<file path="src/rtl/cdb_pkg.sv">
// cdb_pkg: shared constants and types for the common data bus.
// Bus source codes, default widths and the "no dependency" tag.
package cdb_pkg;

  localparam int DEF_ROB_WIDTH  = 4;
  localparam int DEF_DATA_WIDTH = 32;

  localparam logic CDB_SRC_RS  = 1'b0;
  localparam logic CDB_SRC_LSB = 1'b1;

  // One past the largest RoB index: marks an operand as ready.
  localparam int NON_DEP = 1 << DEF_ROB_WIDTH;

  typedef enum logic [1:0] {
    GNT_NONE,
    GNT_RS,
    GNT_LSB
  } gnt_e;

endpackage

</file>
<file path="src/rtl/cdb_queue.sv">
// cdb_queue: small in-order result queue holding {RoB index, value}.
// Ports: clk_i/rst_ni, en_i (global enable), flush_i, push_i + idx_i/val_i,
//   pop_i, head_idx_o/head_val_o, count_o, ready_o (count < DEPTH).
module cdb_queue #(
  parameter int IW    = 4,
  parameter int DW    = 32,
  parameter int DEPTH = 2,
  parameter int CW    = 2
) (
  input  logic          clk_i,
  input  logic          rst_ni,
  input  logic          en_i,
  input  logic          flush_i,
  input  logic          push_i,
  input  logic [IW-1:0] idx_i,
  input  logic [DW-1:0] val_i,
  input  logic          pop_i,
  output logic [IW-1:0] head_idx_o,
  output logic [DW-1:0] head_val_o,
  output logic [CW-1:0] count_o,
  output logic          ready_o
);

  localparam int PW = $clog2(DEPTH);

  logic [IW-1:0] idx_mem_q [DEPTH];
  logic [DW-1:0] val_mem_q [DEPTH];

  logic [PW-1:0] head_q, head_d;
  logic [PW-1:0] tail_q, tail_d;
  logic [CW-1:0] cnt_q, cnt_d;
  logic          do_push;
  logic          do_pop;

  // Ready comes from the registered count only, so a pop
  // in the same cycle never frees a slot for a push.
  assign ready_o = (cnt_q < CW'(DEPTH));
  assign do_push = en_i & ~flush_i & push_i & ready_o;
  assign do_pop  = en_i & ~flush_i & pop_i & (cnt_q != '0);

  always_comb begin
    head_d = head_q;
    tail_d = tail_q;
    cnt_d  = cnt_q;
    if (flush_i) begin
      head_d = '0;
      tail_d = '0;
      cnt_d  = '0;
    end else begin
      if (do_push) tail_d = tail_q + 1'b1;
      if (do_pop)  head_d = head_q + 1'b1;
      case ({do_push, do_pop})
        2'b10:   cnt_d = cnt_q + 1'b1;
        2'b01:   cnt_d = cnt_q - 1'b1;
        default: cnt_d = cnt_q;
      endcase
    end
  end

  always_ff @(posedge clk_i or negedge rst_ni) begin
    if (!rst_ni) begin
      head_q <= '0;
      tail_q <= '0;
      cnt_q  <= '0;
    end else begin
      head_q <= head_d;
      tail_q <= tail_d;
      cnt_q  <= cnt_d;
    end
  end

  // Payload storage needs no reset: count gates every read.
  always_ff @(posedge clk_i) begin
    if (do_push) begin
      idx_mem_q[tail_q] <= idx_i;
      val_mem_q[tail_q] <= val_i;
    end
  end

  assign head_idx_o = idx_mem_q[head_q];
  assign head_val_o = val_mem_q[head_q];
  assign count_o    = cnt_q;

endmodule

</file>
<file path="src/rtl/cdb_arbiter.sv">
// cdb_arbiter: queues RS and LSB results and round-robins them onto a
// registered common data bus, one broadcast per enabled cycle.
// Ports: Sys_clk, Sys_rst_n (async, low), Sys_rdy (freeze when low),
//   RoB_flush; RSCDB_*/LSBCDB_* producer requests with CDBRS_ready /
//   CDBLSB_ready; CDB_en, CDB_RoB_index, CDB_value, CDB_src (0=RS, 1=LSB).
// Option: define CDB_BYPASS_EN to let a request with an empty queue
//   win arbitration in the same cycle and skip its queue.
module cdb_arbiter
  import cdb_pkg::*;
#(
  parameter int RoB_WIDTH   = DEF_ROB_WIDTH,
  parameter int DATA_WIDTH  = DEF_DATA_WIDTH,
  parameter int QUEUE_DEPTH = 2,
  parameter int CNT_WIDTH   = 2
) (
  input  logic                  Sys_clk,
  input  logic                  Sys_rst_n,
  input  logic                  Sys_rdy,
  input  logic                  RoB_flush,
  input  logic                  RSCDB_en,
  input  logic [RoB_WIDTH-1:0]  RSCDB_RoB_index,
  input  logic [DATA_WIDTH-1:0] RSCDB_value,
  output logic                  CDBRS_ready,
  input  logic                  LSBCDB_en,
  input  logic [RoB_WIDTH-1:0]  LSBCDB_RoB_index,
  input  logic [DATA_WIDTH-1:0] LSBCDB_value,
  output logic                  CDBLSB_ready,
  output logic                  CDB_en,
  output logic [RoB_WIDTH-1:0]  CDB_RoB_index,
  output logic [DATA_WIDTH-1:0] CDB_value,
  output logic                  CDB_src
);

  logic [RoB_WIDTH-1:0]  rs_head_idx, lsb_head_idx;
  logic [DATA_WIDTH-1:0] rs_head_val, lsb_head_val;
  logic [CNT_WIDTH-1:0]  rs_cnt, lsb_cnt;
  logic                  rs_nz, lsb_nz;
  logic                  rs_byp, lsb_byp;
  logic                  rs_cand, lsb_cand;
  logic                  rs_push, lsb_push;
  logic                  rs_pop, lsb_pop;
  logic [RoB_WIDTH-1:0]  rs_sel_idx, lsb_sel_idx;
  logic [DATA_WIDTH-1:0] rs_sel_val, lsb_sel_val;
  gnt_e                  gnt;

  logic                  en_q, en_d;
  logic [RoB_WIDTH-1:0]  idx_q, idx_d;
  logic [DATA_WIDTH-1:0] val_q, val_d;
  logic                  src_q, src_d;
  logic                  last_q, last_d;

  assign rs_nz  = (rs_cnt != '0);
  assign lsb_nz = (lsb_cnt != '0);

`ifdef CDB_BYPASS_EN
  // An empty queue is always ready, so its request may compete now.
  assign rs_byp  = ~rs_nz & RSCDB_en;
  assign lsb_byp = ~lsb_nz & LSBCDB_en;
`else
  assign rs_byp  = 1'b0;
  assign lsb_byp = 1'b0;
`endif

  assign rs_cand  = rs_nz | rs_byp;
  assign lsb_cand = lsb_nz | lsb_byp;

  always_comb begin
    gnt = GNT_NONE;
    unique case (1'b1)
      rs_cand & lsb_cand:
        gnt = (last_q == CDB_SRC_LSB) ? GNT_RS : GNT_LSB;
      rs_cand & ~lsb_cand:
        gnt = GNT_RS;
      ~rs_cand & lsb_cand:
        gnt = GNT_LSB;
      default:
        gnt = GNT_NONE;
    endcase
  end

  // A bypass winner goes straight to the bus and is not queued.
  assign rs_push  = RSCDB_en & ~(rs_byp & (gnt == GNT_RS));
  assign lsb_push = LSBCDB_en & ~(lsb_byp & (gnt == GNT_LSB));
  assign rs_pop   = (gnt == GNT_RS) & rs_nz;
  assign lsb_pop  = (gnt == GNT_LSB) & lsb_nz;

  assign rs_sel_idx  = rs_nz ? rs_head_idx : RSCDB_RoB_index;
  assign rs_sel_val  = rs_nz ? rs_head_val : RSCDB_value;
  assign lsb_sel_idx = lsb_nz ? lsb_head_idx : LSBCDB_RoB_index;
  assign lsb_sel_val = lsb_nz ? lsb_head_val : LSBCDB_value;

  cdb_queue #(
    .IW    (RoB_WIDTH),
    .DW    (DATA_WIDTH),
    .DEPTH (QUEUE_DEPTH),
    .CW    (CNT_WIDTH)
  ) u_rs_q (
    .clk_i      (Sys_clk),
    .rst_ni     (Sys_rst_n),
    .en_i       (Sys_rdy),
    .flush_i    (RoB_flush),
    .push_i     (rs_push),
    .idx_i      (RSCDB_RoB_index),
    .val_i      (RSCDB_value),
    .pop_i      (rs_pop),
    .head_idx_o (rs_head_idx),
    .head_val_o (rs_head_val),
    .count_o    (rs_cnt),
    .ready_o    (CDBRS_ready)
  );

  cdb_queue #(
    .IW    (RoB_WIDTH),
    .DW    (DATA_WIDTH),
    .DEPTH (QUEUE_DEPTH),
    .CW    (CNT_WIDTH)
  ) u_lsb_q (
    .clk_i      (Sys_clk),
    .rst_ni     (Sys_rst_n),
    .en_i       (Sys_rdy),
    .flush_i    (RoB_flush),
    .push_i     (lsb_push),
    .idx_i      (LSBCDB_RoB_index),
    .val_i      (LSBCDB_value),
    .pop_i      (lsb_pop),
    .head_idx_o (lsb_head_idx),
    .head_val_o (lsb_head_val),
    .count_o    (lsb_cnt),
    .ready_o    (CDBLSB_ready)
  );

  // Flush clears the bus valid but keeps last grant for fairness.
  always_comb begin
    en_d   = en_q;
    idx_d  = idx_q;
    val_d  = val_q;
    src_d  = src_q;
    last_d = last_q;
    if (RoB_flush) begin
      en_d = 1'b0;
    end else if (Sys_rdy) begin
      en_d = (gnt != GNT_NONE);
      if (gnt == GNT_RS) begin
        idx_d  = rs_sel_idx;
        val_d  = rs_sel_val;
        src_d  = CDB_SRC_RS;
        last_d = CDB_SRC_RS;
      end
      if (gnt == GNT_LSB) begin
        idx_d  = lsb_sel_idx;
        val_d  = lsb_sel_val;
        src_d  = CDB_SRC_LSB;
        last_d = CDB_SRC_LSB;
      end
    end
  end

  always_ff @(posedge Sys_clk or negedge Sys_rst_n) begin
    if (!Sys_rst_n) begin
      en_q   <= 1'b0;
      idx_q  <= '0;
      val_q  <= '0;
      src_q  <= CDB_SRC_RS;
      last_q <= CDB_SRC_LSB;
    end else begin
      en_q   <= en_d;
      idx_q  <= idx_d;
      val_q  <= val_d;
      src_q  <= src_d;
      last_q <= last_d;
    end
  end

  assign CDB_en        = en_q;
  assign CDB_RoB_index = idx_q;
  assign CDB_value     = val_q;
  assign CDB_src       = src_q;

endmodule

</file>
<file path="config.mk">
export PLATFORM = sky130hd
export DESIGN_NAME = cdb_arbiter
export DESIGN_NICKNAME = d
export VERILOG_FILES = /design/src/rtl/cdb_pkg.sv /design/src/rtl/cdb_queue.sv /design/src/rtl/cdb_arbiter.sv
export SDC_FILE = /design/constraint.sdc
export NUM_CORES = 1
export LEC_CHECK = 0
export BUFFER_PORTS_ARGS = -buffer_cell sky130_fd_sc_hd__buf_2
export CAP_MARGIN = 10
export CORE_ASPECT_RATIO = 0.75
export CORE_MARGIN = 5
export CORE_UTILIZATION = 52
export DETAILED_ROUTE_END_ITERATION = 10
export HOLD_SLACK_MARGIN = 0.15
export PLACE_DENSITY = 0.76
export SLEW_MARGIN = 40
export SYNTH_ARGS = -nofsm -noshare
export SYNTH_HDL_FRONTEND = slang
export SYNTH_SLANG_ARGS = --single-unit
</file>
<file path="constraint.sdc">
create_clock -name Sys_clk -period 5.35 [get_ports Sys_clk]
set_clock_uncertainty 0.1 [all_clocks]
set_input_delay 1.3375 -clock Sys_clk [delete_from_list [all_inputs] [get_ports Sys_clk]]
set_output_delay 1.3375 -clock Sys_clk [all_outputs]
set_load 0.01 [all_outputs]
</file>
==> reports/metrics.yaml <==
flow_run:
  maxCapViolCount: 0
power_and_ir_drop:
  p_leak_nw: 3.43
  power_frac_comb_pct: 18.3
  p_sw_share_pct: 26.8
  power.internal_mw: 3.00
  ir_drop_uv: 247
  power_density_nw_per_um2: 420
  switching_power_mw: 1.10
  finalPower_mw: 4.09
  p_clk_share_pct: 35.5
  pwr-share-seq_pct: 46.2
cts:
  clockBufferDepth: 2
  cts_root_buffer: "clkbuf_16"
  cts_tree: "yes"
  clk_pin_slew_worst_paths_ns: 0.07
  htree_levels: 4
  clk_latency_ns: 0.44
  post_cts_buffers: 0
  cts_hold_buf: 0
  postCtsResizedCells: 0
  numCtsBuffers: 17
  cts.sinks: 191
detailed_routing:
  drc_errors: 0
  avgRoutedWirePerCell_um: 21.5
  drt_iter0_markers: 414
  routed_via_density: 5.83
  antenna_left: 0
  first_pass_iters: 5
  vias: 5088
  totalWireLength_um: 18700
timing:
  tightest_slew_ns: 0.761
  fmax_mhz: 273
  max_slew_margin_pct: 49.3
  setup-tns-final_ns: 0
  rsz0062_at_grt: "false"
  slew_violations: 0
  fin_crit_ns: 3.66
  fin_crit_sh_pct: 68.5
  hold_violations: 0
  setup_violations: 0
run_status:
  outcome: "finished clean"
critical_path:
  crit_path_end_kind: "flop"
  cp_slowest_stage_delay_ns: 0.72
  critPathMaxFanout: 43
  r2r_end: "CDB_value[19]"
  startpoint: "u_rs_q.count_o[0]"
  critical_path.cell_chain: "or2_2, a21o_1, inv_1, ha_2, buf_4, and2_4, a221oi_1, a21oi_1"
  cp.required_ns: 5.61
  cp_num_buf_inv: 2
  worst_ep_arrival_time_ns: 3.92
  r2r_cells: 8
  r2r-start: "u_rs_q.count_o[0]"
  start_kind: "flop"
  path_depth: 8
  cp-endpoint: "CDB_value[19]"
  path_class: "flop to flop"
  r2r_setup_slack_ns: 1.69
  crit_family: "simple AND/OR/NAND/NOR gates"
  critPathSlowestCell: "and2_4"
die:
  die_y_um: 120
  rows: 40
  core_um2: 15900
  die_x_um: 157
  initial_utilization_pct: 52.6
  io_pins: 118
  die_area_um2: 18800
hold_path:
  hp-class: "flop to flop"
global_routing:
  grt_start_max_net_pins: 48
  grtUsageTotal_pct: 20.5
  grt_overflow: 0
  grt_pass1_vias: 5198
  grt_pass1_wl_um: 29000
  grt_antenna_before_repair: 0
placement:
  place.gp.congestion: 0.763
  io_buffers: 117
  hpwl_um: 11400
synthesis:
  synth_warnings: 0
  synth_cell_type_count: 43
  synth_fp_nets: 631
  syn_area_per_cell_um2: 15.2
  yosysSeqAreaShare_pct: 65.7
  synth_seq_cells: 191
  netlist_area_um2: 8380
  syn-instance-count: 550
final_layout:
  fillers: 1217
  layout-drive-gt1-share_pct: 40.3
  nets: 730
  antenna_cells: 0
  syn_to_final_growth_pct: 16.4
==> power by group through the flow <==
stage / logic [mW] / clock network (mW) / registers (mW)
after CTS: 0.753 / 1.47 / 1.89
after detailed placement: 0.746 / 0 / 1.92
final: 0.748 / 1.45 / 1.89
after floorplan: 0.415 / 0 / 1.96
after global routing: 0.830 / 1.54 / 1.91
after global placement: 0.722 / 0 / 1.91
==> cells in the mapped netlist, drive strengths merged <==
master  instances  area, µm²
ha              3       37.5
nand2b          2       12.5
nor2b           2       12.5
a21oi          41        205
and2            1       8.76
a311oi          1       8.76
a2bb2o          1       10.0
clkbuf         12       45.0
a211oi         35        413
o21ai           6       30.0
mux2i          38        380
nand3           3       15.0
edfxtp        144       4320
a221oi         35        494
nand2           6       22.5
nor4b           1       8.76
a211o           1       8.76
mux2           35        394
nor3b           1       7.51
o311ai          1       8.76
nor3           35        175
a22oi           1       7.51
nor2           44        168
xor2            4       35.0
nor4            1       6.26
dfrtp          46       1150
or2             1       6.26
a21o            2       15.0
or3             1       6.26
inv             7       26.3
o21a            2       15.0
dfstp           1       26.3
buf            33        265
and4b           1       10.0
a31oi           1       6.26
and3b           1       8.76
==> cells in the final DEF, fill, tap and decap left out, types with 2 or more instances in the layout <==
| cell | instances |
|---|---|
| a211oi_1 | 5 |
| a211oi_2 | 30 |
| a21o_1 | 2 |
| a21oi_1 | 41 |
| a221oi_1 | 5 |
| a221oi_2 | 30 |
| buf_2 | 117 |
| buf_4 | 7 |
| bufinv_16 | 6 |
| clkbuf_16 | 17 |
| clkbuf_8 | 2 |
| clkinv_2 | 2 |
| clkinv_4 | 2 |
| dfrtp_1 | 42 |
| dfrtp_2 | 2 |
| dfrtp_4 | 2 |
| edfxtp_1 | 144 |
| ha_1 | 2 |
| inv_1 | 7 |
| inv_6 | 2 |
| mux2_2 | 35 |
| mux2i_1 | 38 |
| nand2_1 | 6 |
| nand2b_1 | 2 |
| nand3_1 | 3 |
| nor2_1 | 42 |
| nor2b_1 | 2 |
| nor3_1 | 35 |
| o21ai_0 | 6 |
| xor2_1 | 4 |
==> layout make-up <==
class	count	area, µm²	area share (%)
Timing Repair Buffer	125	666	6.83
Tap cell	210	263	2.70
Inverter	7	26.3	0.270
Clock buffer	19	453	4.65
Clock inverter	13	233	2.39
Multi-Input combinational cell	307	2590	26.6
Sequential cell	191	5510	56.6
==> flip-flops by register name (all words and copies together), names as in the netlist <==
name and count:
u_rs_q.count_o 2, u_rs_q.head_q 1, u_lsb_q.idx_mem_q 8, u_lsb_q.head_q 1, u_lsb_q.tail_q 1, u_lsb_q.val_mem_q 64
CDB_RoB_index 4, CDB_en 1, u_lsb_q.count_o 2, CDB_value 32, u_rs_q.val_mem_q 64, u_rs_q.tail_q 1
u_rs_q.idx_mem_q 8, CDB_src 1, last_q 1
==> per-layer routing <==
layer  part of all wire (%)  global-route usage [%]
met5                      0                       0
met2                     50                    33.5
met4                    1.1                    5.53
met1                     44                    27.3
met3                    5.0                    5.30
==> logic make-up (layout without fill, tap and decap cells) <==
| family | count (synthesis) | count (layout) | synth area share [%] |
|---|---|---|---|
| compound gates | 127 | 127 | 14.6 |
| xor+xnor | 4 | 4 | 0.418 |
| fa+ha+maj | 3 | 3 | 0.448 |
| buf+inv | 52 | 164 | 4.02 |
| flops | 191 | 191 | 65.7 |
| mux | 73 | 73 | 9.25 |
| simple gates | 100 | 100 | 5.59 |
==> worst min path at each step <==
| stage | startpoint | end | slack, ns | depth (start not counted) |
|---|---|---|---|---|
| 2_1_floorplan | last_q | last_q | 0.37 | 2 |
| 3_3_place_gp | last_q | last_q | 0.40 | 2 |
| 3_5_place_dp | CDB_value[26] | CDB_value[26] | 0.41 | 2 |
| 4_1_cts | last_q | last_q | 0.41 | 2 |
| 5_1_grt | CDB_value[6] | CDB_value[6] | 0.45 | 2 |
| 6_report | last_q | last_q | 0.41 | 2 |
==> metrics by stage <==
step | hold slack, ns | instance area, µm² | instances | utilization (%) | setup WS (ns)
after floorplan | 0.369 | 8390 | 550 | - | 0.459
after global placement | 0.398 | 9020 | 839 | 56.7 | 1.45
after detailed placement | 0.412 | 9030 | 839 | 56.8 | 1.72
after CTS | 0.413 | 9720 | 871 | 61.1 | 1.71
after global routing | 0.446 | 9750 | 872 | 61.2 | 1.51
final | 0.413 | 9750 | 872 | 61.2 | 1.69
==> tightest hold or removal path, cell delays in order (launching register included) <==
cell and delay, ns:
dfstp_2 0.39, inv_1 0.04, o21ai_0 0.08
Power figures use the tool's default switching activity.
